--- src/rtl/uart_pkg.sv ---
// Shared UART definitions: frame state encoding, data width and default oversampling.
package uart_pkg;

    localparam int unsigned UART_DATA_W     = 8;
    localparam int unsigned UART_OVERSAMPLE = 16;

    typedef enum logic [1:0] {
        ST_IDLE,
        ST_START,
        ST_DATA,
        ST_STOP
    } uart_state_t;

endpackage

--- src/rtl/uart_tx_fifo.sv ---
// Byte FIFO for the UART transmitter: first-word-fall-through, one wrap bit per pointer.
module uart_tx_fifo
    import uart_pkg::*;
#(
    parameter int unsigned DEPTH = 4,
    parameter int unsigned WIDTH = UART_DATA_W
) (
    input  logic             clk,
    input  logic             rst_n,
    input  logic             push,
    input  logic             pop,
    input  logic [WIDTH-1:0] din,
    output logic [WIDTH-1:0] dout,
    output logic             full,
    output logic             empty
);

    localparam int unsigned AW = $clog2(DEPTH);

    logic [AW:0]      wr_ptr;
    logic [AW:0]      rd_ptr;
    logic [WIDTH-1:0] mem [DEPTH];
    logic             do_push;
    logic             do_pop;

    assign empty   = (wr_ptr == rd_ptr);
    assign full    = (wr_ptr[AW-1:0] == rd_ptr[AW-1:0]) && (wr_ptr[AW] != rd_ptr[AW]);
    assign do_push = push && !full;
    assign do_pop  = pop && !empty;
    assign dout    = mem[rd_ptr[AW-1:0]];

    always_ff @(posedge clk or negedge rst_n) begin
        if (!rst_n) begin
            wr_ptr <= '0;
            rd_ptr <= '0;
        end else begin
            if (do_push) begin
                wr_ptr <= wr_ptr + (AW + 1)'(1);
            end
            if (do_pop) begin
                rd_ptr <= rd_ptr + (AW + 1)'(1);
            end
        end
    end

    always_ff @(posedge clk) begin
        if (do_push) begin
            mem[wr_ptr[AW-1:0]] <= din;
        end
    end

endmodule

--- src/rtl/uart_tx.sv ---
// 8N1 UART transmitter, LSB first, paced by a synchronised 16x-baud strobe and fed from a byte FIFO.
module uart_tx
    import uart_pkg::*;
#(
    parameter int unsigned OVERSAMPLE = UART_OVERSAMPLE,
    parameter int unsigned FIFO_DEPTH = 4
) (
    input  logic                   clk,
    input  logic                   rst_n,
    input  logic                   tx_clk,
    input  logic                   enabled,
    input  logic [UART_DATA_W-1:0] data,
    input  logic                   valid,
    output logic                   ready,
    output logic                   tx,
    output logic                   busy,
    output logic                   done
);

    localparam int unsigned     TW        = $clog2(OVERSAMPLE);
    localparam logic [TW-1:0]   TICK_LAST = TW'(OVERSAMPLE - 1);
    localparam logic [2:0]      BIT_LAST  = 3'd7;

    logic tx_clk_meta;
    logic tx_clk_sync;
    logic tx_clk_prev;
    logic tick;

    logic                   fifo_full;
    logic                   fifo_empty;
    logic [UART_DATA_W-1:0] fifo_dout;
    logic                   push;
    logic                   pop;

    uart_state_t            state;
    uart_state_t            state_next;
    logic [TW-1:0]          tick_cnt;
    logic [TW-1:0]          tick_cnt_next;
    logic [2:0]             bit_cnt;
    logic [2:0]             bit_cnt_next;
    logic [UART_DATA_W-1:0] sr;
    logic [UART_DATA_W-1:0] sr_next;
    logic                   bit_end;
    logic                   frame_end;

    logic tx_next;
    logic busy_next;
    logic done_next;

    // Registered edge detect puts tick three clk after the tx_clk rise.
    always_ff @(posedge clk or negedge rst_n) begin
        if (!rst_n) begin
            tx_clk_meta <= 1'b0;
            tx_clk_sync <= 1'b0;
            tx_clk_prev <= 1'b0;
            tick        <= 1'b0;
        end else begin
            tx_clk_meta <= tx_clk;
            tx_clk_sync <= tx_clk_meta;
            tx_clk_prev <= tx_clk_sync;
            tick        <= tx_clk_sync && !tx_clk_prev;
        end
    end

    assign ready = !fifo_full;
    assign push  = valid && ready;

    uart_tx_fifo #(
        .DEPTH (FIFO_DEPTH),
        .WIDTH (UART_DATA_W)
    ) u_fifo (
        .clk   (clk),
        .rst_n (rst_n),
        .push  (push),
        .pop   (pop),
        .din   (data),
        .dout  (fifo_dout),
        .full  (fifo_full),
        .empty (fifo_empty)
    );

    always_ff @(posedge clk or negedge rst_n) begin
        if (!rst_n) begin
            state    <= ST_IDLE;
            tick_cnt <= '0;
            bit_cnt  <= '0;
            sr       <= '0;
            tx       <= 1'b1;
            busy     <= 1'b0;
            done     <= 1'b0;
        end else begin
            state    <= state_next;
            tick_cnt <= tick_cnt_next;
            bit_cnt  <= bit_cnt_next;
            sr       <= sr_next;
            tx       <= tx_next;
            busy     <= busy_next;
            done     <= done_next;
        end
    end

    assign bit_end = tick && (tick_cnt == TICK_LAST);

    always_comb begin
        state_next    = state;
        tick_cnt_next = tick_cnt;
        bit_cnt_next  = bit_cnt;
        sr_next       = sr;
        pop           = 1'b0;
        frame_end     = 1'b0;
        case (state)
            ST_IDLE: begin
                if (tick && enabled && !fifo_empty) begin
                    pop           = 1'b1;
                    sr_next       = fifo_dout;
                    tick_cnt_next = '0;
                    bit_cnt_next  = '0;
                    state_next    = ST_START;
                end
            end
            ST_START: begin
                if (bit_end) begin
                    tick_cnt_next = '0;
                    state_next    = ST_DATA;
                end else if (tick) begin
                    tick_cnt_next = tick_cnt + TW'(1);
                end
            end
            ST_DATA: begin
                if (bit_end) begin
                    tick_cnt_next = '0;
                    sr_next       = sr >> 1;
                    bit_cnt_next  = bit_cnt + 3'd1;
                    if (bit_cnt == BIT_LAST) begin
                        state_next = ST_STOP;
                    end
                end else if (tick) begin
                    tick_cnt_next = tick_cnt + TW'(1);
                end
            end
            ST_STOP: begin
                if (bit_end) begin
                    tick_cnt_next = '0;
                    frame_end     = 1'b1;
                    state_next    = ST_IDLE;
                end else if (tick) begin
                    tick_cnt_next = tick_cnt + TW'(1);
                end
            end
            default: begin
                state_next = ST_IDLE;
            end
        endcase
    end

    // Outputs are decoded from the next state so the line register changes on the same edge as the FSM.
    always_comb begin
        tx_next   = 1'b1;
        busy_next = (state_next != ST_IDLE);
        done_next = frame_end;
        case (state_next)
            ST_START: tx_next = 1'b0;
            ST_DATA:  tx_next = sr_next[0];
            default:  tx_next = 1'b1;
        endcase
    end

endmodule

--- config.mk ---
export PLATFORM = sky130hd
export DESIGN_NAME = uart_tx
export DESIGN_NICKNAME = d
export VERILOG_FILES = /design/src/rtl/uart_pkg.sv /design/src/rtl/uart_tx_fifo.sv /design/src/rtl/uart_tx.sv
export SDC_FILE = /design/constraint.sdc
export NUM_CORES = 1
export LEC_CHECK = 0
export CAP_MARGIN = 20
export CORE_MARGIN = 3
export CORE_UTILIZATION = 41
export CTS_BUF_LIST = sky130_fd_sc_hd__clkbuf_16
export CTS_CLUSTER_DIAMETER = 40
export DETAILED_ROUTE_END_ITERATION = 8
export PLACE_DENSITY = 0.64
export SLEW_MARGIN = 20
export SYNTH_ARGS = -nofsm -noshare
export SYNTH_HDL_FRONTEND = slang
export SYNTH_SLANG_ARGS = --single-unit
--- constraint.sdc ---
create_clock -name clk -period 1.7 [get_ports clk]
set_input_delay 0.51 -clock clk [delete_from_list [all_inputs] [get_ports clk]]
set_output_delay 0.51 -clock clk [all_outputs]
set_load 0.05 [all_outputs]
==> results.json, run 1 <==
{
  "seqCellArea_sq_mm": 0.00172,
  "finalCritPeriodShare_pct": 117,
  "p_int_mw": 4.89,
  "hold_path.class": "flip-flop to flip-flop",
  "synth-main-ff-cell": "edfxtp_1",
  "crit_fanout": 2,
  "layout_commonest_cell": "edfxtp_1",
  "insertion_delay_ns": 0.32,
  "yosys.cell_types.count": 45,
  "r2r-end": "sr[5]",
  "dr_total_vias": 1592,
  "dr.pass1.iters": 4,
  "nNetsFinal": 240,
  "multi_input_area_sq_mm": 0.00101,
  "r2r_setup_slack_ns": -0.18,
  "p_per_area_mw_per_mm2": 1910,
  "p_leak_nw": 1.46,
  "io_buffers": 16,
  "hold_slack_ns": 0.357,
  "grt_usage_pct": 15.4,
  "layout_common_cells": "32 x edfxtp_1, 26 x dfrtp_1, 19 x buf_4",
  "cp.required_ns": 1.19,
  "clk_pin_slew_ns": 0.05,
  "ys_ff_latch": 62,
  "tightest_slew_ns": 0.443,
  "setup-violations-final": 24,
  "p_sw_mw": 2.09,
  "antenna_cells": 0,
  "ant_nets": 0,
  "hold_depth": 0,
  "final_core_util_pct": 59.8,
  "grt_pass1_wl_um": 8610,
  "cap_viol_max_count": 0,
  "syn_avg_cell_area_sq_um": 15.8,
  "crit_type": "flip-flop to output port",
  "synthCells": 170,
  "power.share.combinational_pct": 34.1,
  "peakVddDrop_mv": 0.885,
  "cp-start-kind": "flip-flop",
  "layout_min_cycle_time_ns": 1.99,
  "die_area_sq_mm": 0.00757,
  "synth_edf_count": 32,
  "cp_slowest_cell": "dfrtp_2",
  "grt_pass1_vias": 1752,
  "dr.first_iter.drc_count": 72,
  "wl_um": 5200,
  "skew_ns": 0.00791,
  "drive_gt1_share_pct": 37.1,
  "hold_end": "tx_clk_sync",
  "fmax_ghz": 0.502,
  "htree_levels": 3,
  "endpoint_kind": "output port",
  "fin_tns_setup_ns": -1.89,
  "finalHoldViolations": 0,
  "relSlewSlack_pct": 70.1,
  "cts.sinks": 62,
  "core-area_sq_mm": 0.00613,
  "yosys_warnings": 0,
  "r2r-start": "u_fifo.wr_ptr[1]",
  "crit_chain": "xor2_4, or3_4, buf_12",
  "cts_tree": "built",
  "switching_share_pct": 29.9,
  "cts-root-buf": "clkbuf_16",
  "cts.path.max_buffers": 2,
  "rsz0062_at_grt": "yes",
  "cts_buffers": 9,
  "grt_max_degree": 31,
  "antenna_found_initial": 0,
  "syn_area_sq_mm": 0.00269,
  "die_x_um": 87.0,
  "place_hpwl_um": 3410,
  "violations": "setup timing",
  "die_y_um": 87.0,
  "ys_seq_area_share_pct": 63.6,
  "cp_slowest_stage_delay_ns": 0.44,
  "synth_fp_nets": 191,
  "syn2layout_area_growth_pct": 36.1,
  "holdBufCountCts": 0,
  "p_clk_share_pct": 31.5,
  "remaining_drc_errors": 0,
  "run_status": "finished with violations",
  "io_pins": 17,
  "reg2reg_depth": 7,
  "rows": 28,
  "fill_cells": 448,
  "setup_slack_ns": -0.292,
  "async_flop_share_pct": 48.4,
  "viasPerCell": 5.32,
  "power.share.sequential_pct": 34.4,
  "initial_core_util_pct": 43.9,
  "wl_per_cell_um": 17.4,
  "hold_start": "tx_clk_meta",
  "grt-ovfl-total": 0,
  "routabilityCongestion": 0.768,
  "crit_arrival_ns": 1.48,
  "drv_slew": 0
}
==> area by class of cell <==
class | count | area share (%)
well taps | 75 | 2.56
inverters | 6 | 0.615
clock buffers | 9 | 6.15
clock inverters | 7 | 3.72
multi-input cells | 97 | 27.6
repair buffers | 43 | 12.5
flip-flops and latches | 62 | 46.9
==> metrics by stage <==
stage                     cell area [sq um]  cells  setup slack, ns  total power [mW]
after floorplan                        2720    170          -0.0198              3.59
after global placement                 3190    278           -0.237              4.39
after detailed placement               3190    278           -0.297              4.50
after CTS                              3610    295           -0.327              6.89
after global routing                   3660    299           -0.328              7.34
final                                  3660    299           -0.292              6.98
==> Yosys cell counts, drive strengths merged, types with 2 or more instances <==
cell type	n	share of area, %
nand3	3	0.56
buf	6	2.0
o21ai	9	1.7
and2b	3	0.84
nor2b	4	0.93
ha	8	3.7
a221o	7	2.6
nor2	8	1.2
a211oi	2	0.56
o31a	2	0.70
edfxtp	32	36
or3	2	0.65
dfrtp	29	27
nand2	8	1.1
o2bb2ai	2	0.65
o31ai	3	0.84
and2	6	1.5
xor2	5	2.9
mux4	8	7.1
xnor2	4	1.3
inv	6	0.84
==> layer usage <==
metal / global-route usage (%) / share of wire [%] / routed length, um / vias up
met2: 25.8 / 52 / 2730 / 31
met4: 8.22 / 2.3 / 119 / 0
met5: 0 / 0 / 0 / -
met3: 3.78 / 2.8 / 147 / 11
met1: 18.2 / 42 / 2210 / 805
li1: - / - / - / 745
==> worst max path at each step <==
stage	startpoint	slack, ns	end
finish	u_fifo.wr_ptr[1]	-0.29	ready
floorplan	tick_cnt[0]	-0.02	sr[1]
detailed placement	enabled	-0.30	sr[5]
CTS	u_fifo.rd_ptr[1]	-0.33	ready
global placement	enabled	-0.24	sr[5]
global route	u_fifo.wr_ptr[1]	-0.33	ready
==> sequential cells by signal, summed over array words and instances (netlist names), 2 cells and up <==
signal / cells
bit_cnt: 3
u_fifo.wr_ptr: 3
u_fifo.mem: 32
state: 2
sr: 8
u_fifo.rd_ptr: 3
tick_cnt: 4
==> timing repair <==
item,CTS,global route
resized for setup,9,19
endpoints found under the setup margin,12,37
cloned,0,1
pin swaps,4,13
endpoints found under the hold margin,0,0
buffers inserted,1,5
==> power by group through the flow <==
| stage | logic, mW | clock network (mW) | registers, mW |
|---|---|---|---|
| floorplan | 1.24 | 0 | 2.35 |
| global placement | 2.02 | 0 | 2.37 |
| detailed placement | 2.10 | 0 | 2.40 |
| CTS | 2.27 | 2.23 | 2.40 |
| global route | 2.58 | 2.31 | 2.45 |
| finish | 2.38 | 2.20 | 2.40 |
==> cells by family after synthesis <==
logic type | after synthesis | synth area share, %
buffers and inverters | 12 | 2.84
flip-flops | 62 | 63.6
AO/OA/AOI/OAI | 30 | 9.44
adder cells (fa/ha/maj) | 8 | 3.72
multiplexers | 9 | 7.53
AND/OR/NAND/NOR | 40 | 8.65
XOR/XNOR | 9 | 4.18
==> worst max-delay path: cells and delay by family, from the launching register on <==
family | cells | cell delay [ns]
buffers and inverters | 1 | 0.16
AND/OR/NAND/NOR | 1 | 0.38
XOR/XNOR | 1 | 0.19
flip-flops | 1 | 0.44
(Power assumes the default switching activity.)
==> run 2, diff against run 1 <==
--- a/config.mk
+++ b/config.mk
@@ -11,8 +11,10 @@
 export CTS_BUF_LIST = sky130_fd_sc_hd__clkbuf_16
 export CTS_CLUSTER_DIAMETER = 40
 export DETAILED_ROUTE_END_ITERATION = 8
-export PLACE_DENSITY = 0.64
+export DONT_BUFFER_PORTS = 1
+export PLACE_DENSITY = 0.58
 export SLEW_MARGIN = 20
 export SYNTH_ARGS = -nofsm -noshare
 export SYNTH_HDL_FRONTEND = slang
 export SYNTH_SLANG_ARGS = --single-unit
+export TNS_END_PERCENT = 30
==> run 2 against run 1 <==
Compared with the run above: the flow still finishes with violations (setup timing); critical path type unchanged; worst setup slack improved by 0.068 ns; largest cell class unchanged; critical path depth fell by 1; highest routed layer unchanged; combinational power fell by 17%.
==> results.json, run 2 (synthesized netlist as in run 1, its figures left out) <==
{
  "finalCritPeriodShare_pct": 113,
  "p_sw_mw": 2.00,
  "fin_tns_setup_ns": -0.750,
  "crit_arrival_ns": 1.41,
  "htree_levels": 3,
  "io_pins": 17,
  "largest_reg_flops": 32,
  "syn2layout_area_growth_pct": 23.9,
  "cp-start-kind": "flip-flop",
  "clk_pin_slew_ns": 0.05,
  "grt_usage_pct": 15.0,
  "cp.required_ns": 1.19,
  "fmax_ghz": 0.520,
  "drive_gt1_share_pct": 37.7,
  "fin_area_sq_mm": 0.00333,
  "fill_cells": 494,
  "skew_ns": 0.00612,
  "die_y_um": 87.0,
  "place_hpwl_um": 3270,
  "violations": "setup timing",
  "die_area_sq_mm": 0.00757,
  "nNetsFinal": 223,
  "viasPerCell": 5.28,
  "power.share.sequential_pct": 39.7,
  "grt_pass1_wl_um": 8170,
  "drv_slew": 0,
  "p_leak_nw": 1.31,
  "wl_um": 4840,
  "dr.first_iter.drc_count": 46,
  "dr.pass1.iters": 4,
  "crit_fanout": 3,
  "grt_max_degree": 30,
  "p_clk_share_pct": 27.7,
  "dr_total_vias": 1488,
  "wl_per_cell_um": 17.1,
  "p_int_mw": 4.06,
  "endpoint_kind": "output port",
  "die_x_um": 87.0,
  "cts-root-buf": "clkbuf_16",
  "dpl-instance-area_sq_mm": 0.00292,
  "routabilityCongestion": 0.705,
  "final_core_util_pct": 54.4,
  "crit_type": "flip-flop to output port",
  "relSlewSlack_pct": 68.1,
  "io_buffers": 0,
  "layout_commonest_cell": "edfxtp_1",
  "rsz0062_at_grt": "yes",
  "grt-ovfl-total": 0,
  "grt_pass1_vias": 1669,
  "setup_slack_ns": -0.224,
  "tightest_slew_ns": 0.473,
  "run_status": "finished with violations",
  "cap_viol_max_count": 0,
  "remaining_drc_errors": 0,
  "initial_core_util_pct": 43.9,
  "layout_common_cells": "32 x edfxtp_1, 25 x dfrtp_1, 22 x buf_4",
  "insertion_delay_ns": 0.33,
  "ant_nets": 0,
  "switching_share_pct": 33.0,
  "cts.path.max_buffers": 2,
  "layout_min_cycle_time_ns": 1.92,
  "core-area_sq_mm": 0.00613,
  "cts.sinks": 62,
  "p_per_area_mw_per_mm2": 1820,
  "peakVddDrop_mv": 0.842,
  "hold_slack_ns": 0.212,
  "rows": 28,
  "power.share.combinational_pct": 32.6,
  "setup-violations-final": 9,
  "antenna_cells": 0,
  "hold_path.class": "primary input to flip-flop",
  "antenna_found_initial": 0,
  "finalHoldViolations": 0,
  "power_mw": 6.07,
  "cts_tree": "built",
  "cts_buffers": 9
}
==> run 2: cell types whose count changed in the layout (fill, tap and decap cells not counted), moves of 3 or more <==
cell             delta
and2_4              -3
buf_4               +3
clkdlybuf4s50_1    -12
o21ai_1             -4
buf_12              -5
o21ai_0             +4
buf_6               -4
bufinv_16           -4
==> run 2: power groups by stage <==
stage | sequential, mW | combinational, mW | clock, mW
final | 2.41 | 1.97 | 1.68
after global routing | 2.45 | 2.19 | 1.80
after CTS | 2.41 | 1.91 | 1.73
after detailed placement | 2.43 | 1.75 | 0
after global placement | 2.40 | 1.68 | 0
after floorplan | 2.36 | 1.23 | 0
==> run 2: final timing paths <==
kind,from,endpoint,slack [ns],cells after the start
setup / recovery,u_fifo.rd_ptr[2],ready,-0.22,2
hold / removal,tx_clk,tx_clk_meta,0.21,0
setup reg to reg,u_fifo.wr_ptr[1],u_fifo.rd_ptr[1],-0.09,5
hold reg to reg,tx_clk_meta,tx_clk_sync,0.36,0
max in group asynchronous,rst_n,u_fifo.wr_ptr[1],0.87,2
min in group asynchronous,rst_n,tx,0.57,1
==> run 2: stage by stage <==
stage | setup slack, ns | cells
finish | -0.224 | 282
global route | -0.262 | 282
CTS | -0.278 | 278
detailed placement | -0.0500 | 259
global placement | -0.00206 | 259
floorplan | -0.0198 | 170
==> run 2: cell type report <==
cell class	instances	area, sq um	share of cell area [%]
repair buffers	27	236	7.09
multi-input cells	96	981	29.4
flip-flops and latches	62	1720	51.5
clock buffers	9	225	6.75
inverters	6	22.5	0.675
clock inverters	7	57.6	1.73
well taps	75	93.8	2.81
==> run 2: repair_timing <==
action | in CTS | in global routing
hold endpoints to repair | 29 | 1
resized for setup | 12 | 7
hold buffers | 2 | 1
endpoints found under the setup margin | 22 | 46
setup buffers | 1 | 3
pin swaps | 4 | 7
==> run 2: worst max-delay path: stages (launching register included) <==
cell	delay (ns)
dfrtp_2	0.44
xnor2_2	0.16
or3_4	0.49
==> run 2: metal layers <==
| layer | wire (um) | GRT usage [%] |
|---|---|---|
| met4 | 73 | 7.22 |
| met2 | 2560 | 25.1 |
| met3 | 255 | 6.43 |
| met1 | 1950 | 16.2 |
| met5 | 0 | 0 |
